**src/rtl/program_ram_arbiter.sv**
```systemverilog
// Arbitrates the program RAM data port between the CPU load/store unit (port 0)
// and the loader/debug master (port 1), and routes read data back by tag.
module program_ram_arbiter #(
  parameter int READ_LATENCY = 2,
  parameter int STARVE_LIMIT = 8
) (
  input  logic        clk_in,
  input  logic        rst_n_in,
  input  logic        cpu_req_in,
  input  logic [31:0] cpu_addr_in,
  input  logic [31:0] cpu_data_in,
  input  logic [3:0]  cpu_we_in,
  output logic        cpu_gnt_out,
  output logic        cpu_rvalid_out,
  input  logic        ldr_req_in,
  input  logic [31:0] ldr_addr_in,
  input  logic [31:0] ldr_data_in,
  input  logic [3:0]  ldr_we_in,
  output logic        ldr_gnt_out,
  output logic        ldr_rvalid_out,
  output logic [31:0] rdata_out,
  output logic [31:0] ram_addr_out,
  output logic [31:0] ram_data_out,
  output logic [3:0]  ram_we_out,
  input  logic [31:0] ram_data_in
);

  // Handshake: a requester holds req/addr/data/we stable until it sees gnt.
  // The request is consumed in the cycle gnt is high. Reads complete exactly
  // READ_LATENCY cycles later with a one-cycle rvalid pulse on the issuing port.

  localparam int CW = $clog2(STARVE_LIMIT + 1);
  localparam logic [CW-1:0] LIMIT_C = CW'(STARVE_LIMIT);

  logic [CW-1:0]           r_starve_cnt;
  logic [31:0]             r_addr_hold;
  logic [READ_LATENCY-1:0] r_vld;
  logic [READ_LATENCY-1:0] r_id;

  logic                    w_ldr_win;
  logic                    w_cpu_gnt;
  logic                    w_ldr_gnt;
  logic                    w_any_gnt;
  logic                    w_rd_issue;
  logic [31:0]             w_addr;
  logic [3:0]              w_we;
  logic [READ_LATENCY-1:0] w_vld_nxt;
  logic [READ_LATENCY-1:0] w_id_nxt;

  // Loader wins when alone, or when it has waited STARVE_LIMIT cycles.
  assign w_ldr_win = ldr_req_in && (!cpu_req_in || (r_starve_cnt == LIMIT_C));
  assign w_ldr_gnt = rst_n_in && w_ldr_win;
  assign w_cpu_gnt = rst_n_in && cpu_req_in && !w_ldr_win;
  assign w_any_gnt = w_cpu_gnt || w_ldr_gnt;

  assign w_addr     = w_ldr_gnt ? ldr_addr_in : cpu_addr_in;
  assign w_we       = w_ldr_gnt ? ldr_we_in : cpu_we_in;
  assign w_rd_issue = w_any_gnt && (w_we == 4'b0000);

  assign cpu_gnt_out  = w_cpu_gnt;
  assign ldr_gnt_out  = w_ldr_gnt;
  assign ram_addr_out = w_any_gnt ? w_addr : r_addr_hold;
  assign ram_data_out = w_ldr_gnt ? ldr_data_in : cpu_data_in;
  assign ram_we_out   = w_any_gnt ? w_we : 4'b0000;

  generate
    if (READ_LATENCY > 1) begin : g_shift
      assign w_vld_nxt = {r_vld[READ_LATENCY-2:0], w_rd_issue};
      assign w_id_nxt  = {r_id[READ_LATENCY-2:0], w_ldr_gnt};
    end else begin : g_single
      assign w_vld_nxt = w_rd_issue;
      assign w_id_nxt  = w_ldr_gnt;
    end
  endgenerate

  always_ff @(posedge clk_in or negedge rst_n_in) begin
    if (!rst_n_in) begin
      r_starve_cnt <= '0;
      r_addr_hold  <= '0;
      r_vld        <= '0;
      r_id         <= '0;
    end else begin
      if (w_ldr_gnt || !ldr_req_in) begin
        r_starve_cnt <= '0;
      end else if (r_starve_cnt != LIMIT_C) begin
        r_starve_cnt <= r_starve_cnt + CW'(1);
      end
      if (w_any_gnt) begin
        r_addr_hold <= w_addr;
      end
      r_vld <= w_vld_nxt;
      r_id  <= w_id_nxt;
    end
  end

  assign cpu_rvalid_out = r_vld[READ_LATENCY-1] && !r_id[READ_LATENCY-1];
  assign ldr_rvalid_out = r_vld[READ_LATENCY-1] && r_id[READ_LATENCY-1];
  assign rdata_out      = ram_data_in;

endmodule

```
**config.mk**
```make
export PLATFORM = sky130hd
export DESIGN_NAME = program_ram_arbiter
export DESIGN_NICKNAME = d
export VERILOG_FILES = /design/src/rtl/program_ram_arbiter.sv
export SDC_FILE = /design/constraint.sdc
export NUM_CORES = 1
export LEC_CHECK = 0
export BUFFER_PORTS_ARGS = -buffer_cell sky130_fd_sc_hd__buf_4
export CORE_MARGIN = 2
export CORE_UTILIZATION = 23
export DETAILED_ROUTE_END_ITERATION = 7
export SLEW_MARGIN = 20
export SYNTH_ARGS = -nofsm -noshare
export SYNTH_HDL_FRONTEND = slang
export SYNTH_SLANG_ARGS = --single-unit
```
**constraint.sdc**
```tcl
create_clock -name clk_in -period 6.2 [get_ports clk_in]
set_input_delay 1.55 -clock clk_in [delete_from_list [all_inputs] [get_ports clk_in]]
set_output_delay 1.55 -clock clk_in [all_outputs]
set_load 0.05 [all_outputs]
```
**Yosys cells after proc, flatten, opt, wreduce, memory -nomap -nowiden**

Index checks and enable logic that the tools add are counted.

- Memories: 0
- Bits in writable memories: 0
- Input bits: 172
- Word-level logic and storage cells: 30
- Output and inout bits: 104
- Register bits after elaboration: 40
- Latch bits: 0
- Bits in read-only memories: 0

- Shifts and indexed selects: 0
- Magnitude comparators: 0
- Reductions and logical operators: 16
- Bitwise gates (word level): 0
- Equality and inequality tests: 2
- Div/mod/pow operators: 0
- Muxes and demuxes: 7
- $add $sub $neg: 1
- Multipliers: 0

Operator list:

| kind | number |
|---|---|
| $mux 32 | 3 |
| $mux 4 | 4 |
| $logic_and 1x1->1 | 7 |
| $add 4x1->4 const B | 1 |
| $eq 4x4->1 const B | 1 |
| $logic_not 1->1 | 4 |
| $logic_not 4->1 | 1 |
| $ne 4x4->1 const B | 1 |
| $logic_or 1x1->1 | 3 |
| $reduce_bool 2->1 | 1 |

**Longest topological paths before layout**

Gate-level depths: netlist (run 1).

- Depth in word-level cells: 7
- Gate-level depth with buffers: 8
- Depth with buffers taken out: 6

**Worst setup path after synthesis (run 1)**

OpenSTA, ideal clock, no wires.

- Kind: input to output
- Start: input ldr_req_in
- End: output ram_we_out[0]
- Buffers on the path: 0
- Stages: 4
- Slack: 1.916 ns
- Data arrival time: 2.734 ns
- Data required time: 4.650 ns
- Cell sequence: nand4b_1 -> nand3_1 -> inv_1 -> a22o_1

- Longest elaborated chain between the ends: 5
- Elaborated cells between the ends (all ways): 7
- Those cells by class: mux: 2; reduce/logical: 5

Ends and longest elaborated chain:

| what | RTL line | RTL |
|---|---|---|
| from (decl) | 15 | `input logic ldr_req_in,` |
| $logic_and 1x1->1 | 51 | `assign w_ldr_win = ldr_req_in && (!cpu_req_in \|\| (r_starve_cnt == LIMIT_C));` |
| $logic_not 1->1 | 53 | `assign w_cpu_gnt = rst_n_in && cpu_req_in && !w_ldr_win;` |
| $logic_and 1x1->1 | 53 |  |
| via cpu_gnt_out | 13 | `output logic cpu_gnt_out,` |
| $logic_or 1x1->1 | 54 | `assign w_any_gnt = w_cpu_gnt \|\| w_ldr_gnt;` |
| $mux 4 | 64 | `assign ram_we_out = w_any_gnt ? w_we : 4'b0000;` |
| to (decl) | 24 | `output logic [3:0] ram_we_out,` |

The timed path passes the listed nets, and every way through them passes these cells.

**Final worst setup path (run 1)**

- Start: input cpu_req_in
- End: output ram_data_out[31]

- Longest elaborated chain between the ends: 5

Ends and longest elaborated chain:

| what | RTL line | RTL |
|---|---|---|
| from (decl) | 9 | `input logic cpu_req_in,` |
| $logic_not 1->1 | 51 |  |
| $logic_or 1x1->1 | 51 |  |
| $logic_and 1x1->1 | 51 |  |
| $logic_and 1x1->1 | 52 | `assign w_ldr_gnt = rst_n_in && w_ldr_win;` |
| $mux 32 | 63 | `assign ram_data_out = w_ldr_gnt ? ldr_data_in : cpu_data_in;` |
| to (decl) | 23 | `output logic [31:0] ram_data_out,` |

Every way passes these cells.

==> reports/results.txt, run 1 <==
status -> completed
worst hold margin -> 0.3566 ns
port buffer count -> 211
Initial DRC Count -> 105
Clk Latency, worst-skew pair -> 0.29 ns
Yosys Warn Count -> 0
CP Cell Sequence -> buf_4 -> inv_1 -> o21ai_4 -> buf_12 -> mux2_2 -> buf_4
static leakage -> 1.990 nW
hold path depth -> 0
Worst Hold Path EP -> r_vld[1]$_DFF_PN0_
final setup violation count -> 0
Post-CTS Setup Inserts -> 0
Worst setup SP type -> primary input
Root Buffer -> clkbuf_8
Hold Startpoint -> r_vld[0]$_DFF_PN0_
H-Tree Depth -> 2
Worst path max stage delay -> 0.50 ns
Crit. End Element -> output pin
crit path time final -> 4.766 ns
Post-synth EDFFs -> 0
Max-slew headroom -> 60.88%
Slew @ Worst Pin -> 0.5846 ns
DIE WIDTH -> 109.1 µm
CP max-delay cell -> o21ai_4
Top delay family on crit path -> buffers and inverters
Final period util -> 76.88%
top-level I/O count -> 276
Mapped Cells -> 217
final-report hold violation count -> 0
gr ovfl total -> 0
vias per cell -> 4.477
Pwr Density -> 218.5 nW/µm²
asr flop ratio synth -> 100.0%
commonest non-fill, non-tap cell in the layout -> buf_4
Setup TNS -> 0 ns
CTS clk-pin slew, worst paths -> 0.09 ns
distinct cell type count after synthesis -> 33
DP Cell Count -> 527
max-slew violation count -> 0
DRT Pass-1 Iters -> 4
GRT Overall Usage -> 14.19%
DRT Wirelength -> 8.967 mm
post-synthesis register bit count -> 40
CP Class -> primary input to output pin
largest net degree at the start of global routing -> 47
worst clock skew -> 0.009607 ns
syn nets -> 391
RR Endpoint -> r_addr_hold[19]$_DFF_PN0_
final worst-path setup slack -> 1.434 ns
layout cells sized above 1 -> 73.67%
Fmax -> 0.2098 GHz
CTS tree -> built
Layout fillers -> 1086
DRC viols -> 0
Critical Path RT -> 4.65 ns
Initial Utilization -> 23.53%
FF-to-FF Start -> r_starve_cnt[0]$_DFFE_PN0P_
fin util -> 38.05%
hold_buf cts -> 0
Via Count -> 2395
Resized cells post-CTS -> 0
cts bufs inserted -> 5
buffer depth of the longest clock path -> 2
Reg2Reg Setup Slack -> 4.11 ns
worst slack, placed -> 1.431 ns
Rows -> 38
global-route wire length before repair -> 12.81 mm
initial antenna violation count -> 0
area grow syn2layout -> 61.67%
Max-cap violations -> 0
Die Ht -> 109.1 µm
DP HPWL -> 7.334 mm
Non-Filler Instances -> 535
main flop type after synthesis -> dfrtp_1
placer congestion estimate -> 0.8126
Max IR drop VDD -> 0.08167 mV
r2r worst-path depth -> 6
Crit Path Max Fanout -> 46
Core Region -> 10790 µm²
# diodes -> 0
nets -> 568
RSZ-0062 raised after global routing -> no
commonest cells after routing, fill and taps aside -> buf_4 (214), dfrtp_1 (40), o221a_2 (32)
die footprint -> 11900 µm²
Syn Area/Cell -> 11.70 µm²
WP buf/inv -> 4
CTS Sinks -> 40
Worst Hold Class -> flip-flop to flip-flop
Seq/Total Area, Yosys -> 39.41%
Worst path most repeated cell -> buf_4
number of global-route vias before repair -> 2490
Synth Cell Area -> 2540 µm²
crit path DAT -> 3.22 ns
Post-DRT Antenna Nets -> 0
routed len/inst -> 16.76 µm
## report_power, final
part | switching (mW) | internal, mW | total, mW | leakage, nW
combinational | 0.252 | 0.174 | 0.427 | 1.48
sequential | 0.00670 | 0.290 | 0.296 | 0.461
clock | 0.0954 | 0.0785 | 0.174 | 0.0479
## per-layer routing
layer	track usage [%]	wire [µm]
met2	25.91	4507
met1	15.42	3337
met4	4.029	108
met3	4.901	1014
met5	0	0
## flip-flops by register name, indices dropped and copies added (netlist names)
name	flops
r_id	2
r_starve_cnt	4
r_addr_hold	32
r_vld	2
## Yosys cell counts, drive strengths merged, types with 3 or more instances
library cell	n	area [µm²]
dfrtp	40	1001
buf	39	304.0
mux2	32	382.9
o221a	32	360.4
nand2b	29	181.4
inv	7	28.78
clkbuf	6	22.52
a22o	4	35.03
or2b	3	22.52
## final cells by class
cell class | count | area [µm²] | share of cell area [%]
clock buffer | 5 | 68.82 | 1.676
clock inverter | 3 | 18.77 | 0.4570
tap | 140 | 175.2 | 4.266
timing repair buffer | 215 | 1627 | 39.61
sequential | 40 | 1001 | 24.38
inverter | 7 | 28.78 | 0.7008
multi-input combinational | 125 | 1187 | 28.92
## cell families after synthesis
kind of cell / synth area share (%)
and+or+nand+nor: 11.53
buffers and inverters: 13.99
muxes: 15.07
adders and majority gates: 0.9851
xor gates and xnor gates: 0.6898
AOI/OAI and AO/OA: 18.33
DFF: 39.41
## stage by stage
step           instance area, µm²  total power [mW]
2_1_floorplan                2540            0.6207
3_3_place_gp                 4019            0.7284
3_5_place_dp                 4019            0.7318
4_1_cts                      4106            0.9095
5_1_grt                      4106            0.9461
6_report                     4106            0.8971
## worst max path at each step
| stage | to | cells past startpoint | from | slack (ns) |
|---|---|---|---|---|
| after floorplan | ram_we_out[0] | 4 | ldr_req_in | 1.92 |
| after CTS | ram_data_out[31] | 6 | cpu_req_in | 1.43 |
| after detailed placement | ram_data_out[31] | 6 | cpu_req_in | 1.43 |
| after global routing | ram_data_out[31] | 6 | cpu_req_in | 1.30 |
| after global placement | ram_data_out[1] | 6 | cpu_req_in | 1.46 |
| final | ram_data_out[31] | 6 | cpu_req_in | 1.43 |
(Power assumes the default switching activity.)
==> run 2, diff against run 1 <==
--- a/config.mk
+++ b/config.mk
@@ -5,6 +5,7 @@
 export SDC_FILE = /design/constraint.sdc
 export NUM_CORES = 1
 export LEC_CHECK = 0
+export ABC_AREA = 1
 export BUFFER_PORTS_ARGS = -buffer_cell sky130_fd_sc_hd__buf_4
 export CORE_MARGIN = 2
 export CORE_UTILIZATION = 23
==> constraint.sdc (replaced) <==
create_clock -name clk_in -period 4.29 [get_ports clk_in]
set_input_delay 1.0725 -clock clk_in [delete_from_list [all_inputs] [get_ports clk_in]]
set_output_delay 1.0725 -clock clk_in [all_outputs]
set_load 0.05 [all_outputs]
==> reports/results.txt, run 2 <==
Initial Utilization -> 23.44% (-0.093 points)
Final period util -> 86.04%
RSZ-0062 raised after global routing -> no
worst slack, placed -> 0.5759 ns (-0.8548 ns)
initial antenna violation count -> 1 (+1)
final worst-path setup slack -> 0.5990 ns (-0.8347 ns)
cts bufs inserted -> 5 (unchanged)
area grow syn2layout -> 58.50%
Root Buffer -> clkbuf_16
status -> completed
Crit Path Max Fanout -> 34 (-26%)
Syn Area/Cell -> 7.203 µm² (-38%)
Initial DRC Count -> 52 (-50%)
Sw Ratio -> 38.76% (-0.75 points)
worst clock skew -> 0.002625 ns (-0.006981 ns)
routed len/inst -> 12.03 µm (-28%)
Comb power frac -> 44.0% (-3.6 points)
crit path DAT -> 2.62 ns (-0.60 ns)
syn nets -> 544 (+39%)
buffer depth of the longest clock path -> 2 (unchanged)
Yosys Warn Count -> 0 (unchanged)
Rows -> 39 (+2.6%)
max reg flops -> 32 (unchanged)
H-Tree Depth -> 2 (unchanged)
Worst setup SP type -> primary input
port buffer count -> 211 (unchanged)
total internal power -> 0.8571 mW (+58%)
post-synthesis register bit count -> 40 (unchanged)
global-route wire length before repair -> 13.21 mm (+3.1%)
# diodes -> 0 (unchanged)
cell taking the most area after synthesis -> dfrtp_1
DP HPWL -> 6.476 mm (-12%)
die footprint -> 12460 µm² (+4.7%)
Post-synth top cells -> nand2_1 (111), inv_1 (46), dfrtp_1 (40), nor2_1 (39), buf_4 (37)
nets -> 715 (+26%)
Post-DRT Antenna Nets -> 0 (unchanged)
distinct cell type count after synthesis -> 22 (-33%)
switching power total -> 0.5425 mW (+53%)
DP Cell Count -> 677 (+28%)
Mapped Cells -> 370 (+71%)
placer congestion estimate -> 0.7838 (-3.5%)
Die Ht -> 111.6 µm (+2.3%)
asr flop ratio synth -> 100.0% (unchanged)
top-count cell post-synth -> nand2_1
Resized cells post-CTS -> 0 (unchanged)
hold_buf cts -> 0 (unchanged)
clock network power share -> 25.3% (+5.9 points)
Post-synth EDFFs -> 0 (unchanged)
Seq/Total Area, Yosys -> 37.56% (-1.9 points)
DIE WIDTH -> 111.6 µm (+2.3%)
commonest cells after routing, fill and taps aside -> buf_4 (212), nand2_1 (111), inv_1 (46)
Clk Latency, worst-skew pair -> 0.28 ns (about the same)
Max IR drop VDD -> 0.1420 mV (+74%)
final-report hold violation count -> 0 (unchanged)
Pwr Density -> 331.4 nW/µm² (+52%)
Biggest register -> r_addr_hold
CP Class -> primary input to output pin
CTS Sinks -> 40 (unchanged)
DRT Wirelength -> 8.231 mm (-8.2%)
crit path time final -> 3.691 ns
top-level I/O count -> 276 (unchanged)
Worst Hold Class -> flip-flop to flip-flop
Slew @ Worst Pin -> 0.6290 ns (+0.04443 ns)
final setup violation count -> 0 (unchanged)
final instance area -> 4224 µm² (+2.9%)
commonest non-fill, non-tap cell in the layout -> buf_4
number of global-route vias before repair -> 2760 (+11%)
Setup TNS -> 0 ns (unchanged)
layout cells sized above 1 -> 47.69% (-26 points)
largest net degree at the start of global routing -> 41 (-13%)
max-slew violation count -> 0 (unchanged)
CTS tree -> built
Via Count -> 2838 (+18%)
Max-slew headroom -> 57.92% (-3.0 points)
Fmax -> 0.2709 GHz
Core Region -> 11370 µm² (+5.3%)
fin util -> 37.15% (-0.90 points)
main flop type after synthesis -> dfrtp_1
DRT Pass-1 Iters -> 4 (unchanged)
Area contributors post-synth -> dfrtp_1 (38%), nand2_1 (16%), buf_4 (10%)
top-area cell type share of the netlist area -> 37.56% (-1.9 points)
gr ovfl total -> 0 (unchanged)
Max-cap violations -> 0 (unchanged)
Crit. End Element -> output pin
vias per cell -> 4.149 (-7.3%)
CTS clk-pin slew, worst paths -> 0.06 ns (-0.03 ns)
Sequential Power Share -> 30.8% (-2.2 points)
Post-CTS Setup Inserts -> 0 (unchanged)
GRT Overall Usage -> 12.75% (-1.4 points)
Critical Path RT -> 3.22 ns (-1.43 ns)
static leakage -> 2.436 nW (+22%)
Non-Filler Instances -> 684 (+28%)
Top Registers -> r_addr_hold x32, r_starve_cnt x4
DRC viols -> 0 (unchanged)
placed cell area -> 4086 µm² (+1.7%)
Synth Cell Area -> 2665 µm² (+4.9%)
## run 2: per-layer routing
metal | wire, µm | track usage [%] | vias up
met1 | 3390 | 15.63 | 1240
li1 | - | - | 1441
met5 | 12 | 0 | -
met4 | 130 | 3.292 | 2
met2 | 3912 | 21.09 | 134
met3 | 785 | 4.899 | 21
## run 2: kinds of logic after synthesis
| logic type | count (synthesis) | share of synthesized area [%] |
|---|---|---|
| simple gates | 191 | 31.22 |
| buf+inv | 98 | 20.75 |
| flops | 40 | 37.56 |
| compound gates | 37 | 8.873 |
| xor+xnor | 2 | 0.6574 |
| fa+ha+maj | 2 | 0.9388 |
## run 2: final timing paths
path	startpoint	to	slack, ns	depth (start not counted)
hold / removal	r_vld[0]$_DFF_PN0_	r_vld[1]$_DFF_PN0_	0.35	0
max in group asynchronous	rst_n_in	r_addr_hold[22]$_DFF_PN0_	2.98	2
min in group asynchronous	rst_n_in	r_addr_hold[18]$_DFF_PN0_	0.95	2
setup reg to reg	r_starve_cnt[0]$_DFFE_PN0P_	r_vld[0]$_DFF_PN0_	2.20	9
setup / recovery	cpu_req_in	ram_data_out[6]	0.60	7
hold reg to reg	r_vld[0]$_DFF_PN0_	r_vld[1]$_DFF_PN0_	0.35	0
## run 2: power by group through the flow
stage	Sequential, mW	Clock (mW)	Combinational (mW)
after floorplan	0.435	0	0.463
after global placement	0.436	0	0.615
after detailed placement	0.438	0	0.619
after CTS	0.431	0.371	0.621
after global routing	0.436	0.384	0.656
final	0.431	0.353	0.615
## run 2: area by class of cell
cell class	instances	area, µm²
tap	143	178.9
multi-input combinational	232	1111
sequential	40	1001
clock inverter	2	12.51
clock buffer	5	125.1
inverter	49	183.9
fill	1197	7146
timing repair buffer	213	1612
## run 2: stage by stage
stage | hold WS (ns) | power [mW]
after global routing | 0.3542 | 1.475
final | 0.3498 | 1.400
after floorplan | 0.3312 | 0.8977
after CTS | 0.3491 | 1.423
after global placement | 0.3325 | 1.051
after detailed placement | 0.3365 | 1.057
## run 2: worst max-delay path, stage by stage
cell	delay, ns
buf_4	0.13
nand2_2	0.11
nand3_4	0.32
inv_2	0.56
nand2_1	0.12
nand2_1	0.09
buf_4	0.19
==> run 3, diff against run 2 <==
--- a/config.mk
+++ b/config.mk
@@ -9,6 +9,7 @@
 export BUFFER_PORTS_ARGS = -buffer_cell sky130_fd_sc_hd__buf_4
 export CORE_MARGIN = 2
 export CORE_UTILIZATION = 23
+export CTS_BUF_LIST = sky130_fd_sc_hd__clkbuf_8
 export DETAILED_ROUTE_END_ITERATION = 7
 export SLEW_MARGIN = 20
 export SYNTH_ARGS = -nofsm -noshare
==> reports/results.txt, run 3 (synthesized netlist as in run 2, its figures left out) <==
buffer depth of the longest clock path -> 2 (unchanged)
Final period util -> 86.06% (about the same)
Initial Utilization -> 23.44% (unchanged)
Worst setup SP type -> primary input
layout cells sized above 1 -> 47.69% (unchanged)
RSZ-0062 raised after global routing -> no
met3 Usage GRT -> 4.899% (unchanged)
final-report hold violation count -> 0 (unchanged)
CTS tree -> built
CP Class -> primary input to output pin
fin util -> 36.66% (-0.50 points)
worst slack, placed -> 0.5759 ns (unchanged)
Initial DRC Count -> 65 (+25%)
commonest cells after routing, fill and taps aside -> buf_4 (212), nand2_1 (111), inv_1 (46)
GRT Overall Usage -> 12.76% (about the same)
Setup TNS -> 0 ns (unchanged)
Crit. End Element -> output pin
Crit Path Max Fanout -> 34 (unchanged)
register area -> 1001 µm² (unchanged)
area taken by multi-input logic gates -> 1111 µm² (unchanged)
max-slew violation count -> 0 (unchanged)
total chip power -> 1.287 mW (-8.1%)
DRT Pass-1 Iters -> 4 (unchanged)
DRC viols -> 0 (unchanged)
area grow syn2layout -> 56.39%
crit path time final -> 3.692 ns (+0.001100 ns)
Pwr Density -> 308.8 nW/µm² (-6.8%)
top-level I/O count -> 276 (unchanged)
status -> completed
Biggest register -> r_addr_hold
Sequential Power Share -> 33.4% (+2.6 points)
Post-CTS Setup Inserts -> 0 (unchanged)
final setup violation count -> 0 (unchanged)
Max-slew headroom -> 57.71% (-0.21 points)
DP Cell Count -> 677 (unchanged)
H-Tree Depth -> 2 (unchanged)
# diodes -> 0 (unchanged)
GRT busiest layer -> met2
Die Ht -> 111.6 µm (unchanged)
initial antenna violation count -> 1 (unchanged)
static leakage -> 2.410 nW (-1.1%)
Max-cap violations -> 0 (unchanged)
CTS Sinks -> 40 (unchanged)
max reg flops -> 32 (unchanged)
port buffer count -> 211 (unchanged)
Post-DRT Antenna Nets -> 0 (unchanged)
total internal power -> 0.7557 mW (-12%)
Rows -> 39 (unchanged)
number of global-route vias before repair -> 2759 (-0.036%)
Core Region -> 11370 µm² (unchanged)
DRT Wirelength -> 8.236 mm (about the same)
worst hold margin -> 0.3553 ns (+0.005532 ns)
Root Buffer -> clkbuf_8
cts bufs inserted -> 5 (unchanged)
global-route wire length before repair -> 13.21 mm (about the same)
GRT met2 Usage -> 21.09% (unchanged)
Fmax -> 0.2708 GHz (about the same)
worst clock skew -> 0.005130 ns (+0.002505 ns)
largest net degree at the start of global routing -> 41 (unchanged)
Via Count -> 2823 (-0.53%)
Non-Filler Instances -> 684 (unchanged)
crit path DAT -> 2.62 ns (about the same)
Resized cells post-CTS -> 0 (unchanged)
clock network power share -> 18.7% (-6.6 points)
routed len/inst -> 12.04 µm (about the same)
final instance area -> 4168 µm² (-1.3%)
hold_buf cts -> 0 (unchanged)
Max IR drop VDD -> 0.1320 mV (-7.0%)
Clk Latency, worst-skew pair -> 0.29 ns (about the same)
DIE WIDTH -> 111.6 µm (unchanged)
DP HPWL -> 6.476 mm (unchanged)
placer congestion estimate -> 0.7838 (unchanged)
die footprint -> 12460 µm² (unchanged)
vias per cell -> 4.127 (-0.53%)
Layout fillers -> 1206 (+0.75%)
final worst-path setup slack -> 0.5979 ns (-0.001100 ns)
Top Registers -> r_addr_hold x32, r_starve_cnt x4
Critical Path RT -> 3.22 ns (about the same)
CTS clk-pin slew, worst paths -> 0.08 ns (+0.02 ns)
Sw Ratio -> 41.27% (+2.5 points)
switching power total -> 0.5311 mW (-2.1%)
placed cell area -> 4086 µm² (unchanged)
Slew @ Worst Pin -> 0.6321 ns (+0.003071 ns)
nets -> 715 (unchanged)
gr ovfl total -> 0 (unchanged)
Worst Hold Class -> flip-flop to flip-flop
Comb power frac -> 47.8% (+3.8 points)
met1 usage -> 15.67% (+0.034 points)
commonest non-fill, non-tap cell in the layout -> buf_4
run 3: cell types whose count changed in the layout (fill, tap and decap cells not counted):
cell       previous run  this run
clkbuf_8              0         5
clkbuf_16             5         0
run 3: layer usage:
layer  up-vias  wire (µm)
li1       1440          -
met1      1239       3401
met2       125       3931
met3        17        773
met4         2        116
met5         -         12
run 3: path summary, 6_finish.rpt:
kind | slack (ns) | start | cells past startpoint | end
worst min register to register | 0.36 | r_vld[0]$_DFF_PN0_ | 0 | r_vld[1]$_DFF_PN0_
worst max register to register | 2.19 | r_starve_cnt[0]$_DFFE_PN0P_ | 9 | r_vld[0]$_DFF_PN0_
max in group asynchronous | 2.99 | rst_n_in | 2 | r_addr_hold[24]$_DFF_PN0_
worst max-delay path | 0.60 | cpu_req_in | 7 | ram_data_out[22]
min in group asynchronous | 0.94 | rst_n_in | 2 | r_addr_hold[18]$_DFF_PN0_
worst min-delay path | 0.36 | r_vld[0]$_DFF_PN0_ | 0 | r_vld[1]$_DFF_PN0_
run 3: power groups by stage:
| stage | Sequential (mW) | Clock, mW | Combinational (mW) |
|---|---|---|---|
| 2_1_floorplan | 0.435 | 0 | 0.463 |
| 4_1_cts | 0.430 | 0.259 | 0.621 |
| 5_1_grt | 0.435 | 0.271 | 0.656 |
| 3_5_place_dp | 0.438 | 0 | 0.619 |
| 6_report | 0.430 | 0.241 | 0.616 |
| 3_3_place_gp | 0.436 | 0 | 0.615 |
run 3: area by class of cell:
cell class | instances | area share [%]
repair buffers | 213 | 38.67
multi-input cells | 232 | 26.66
well taps | 143 | 4.293
inverters | 49 | 4.413
clock inverters | 2 | 0.3002
clock buffers | 5 | 1.651
flip-flops and latches | 40 | 24.02
run 3: critical path: stages:
cell and delay (ns):
buf_4 0.13, nand2_2 0.11, nand3_4 0.32, inv_2 0.57, nand2_1 0.11, nand2_1 0.10, buf_4 0.19
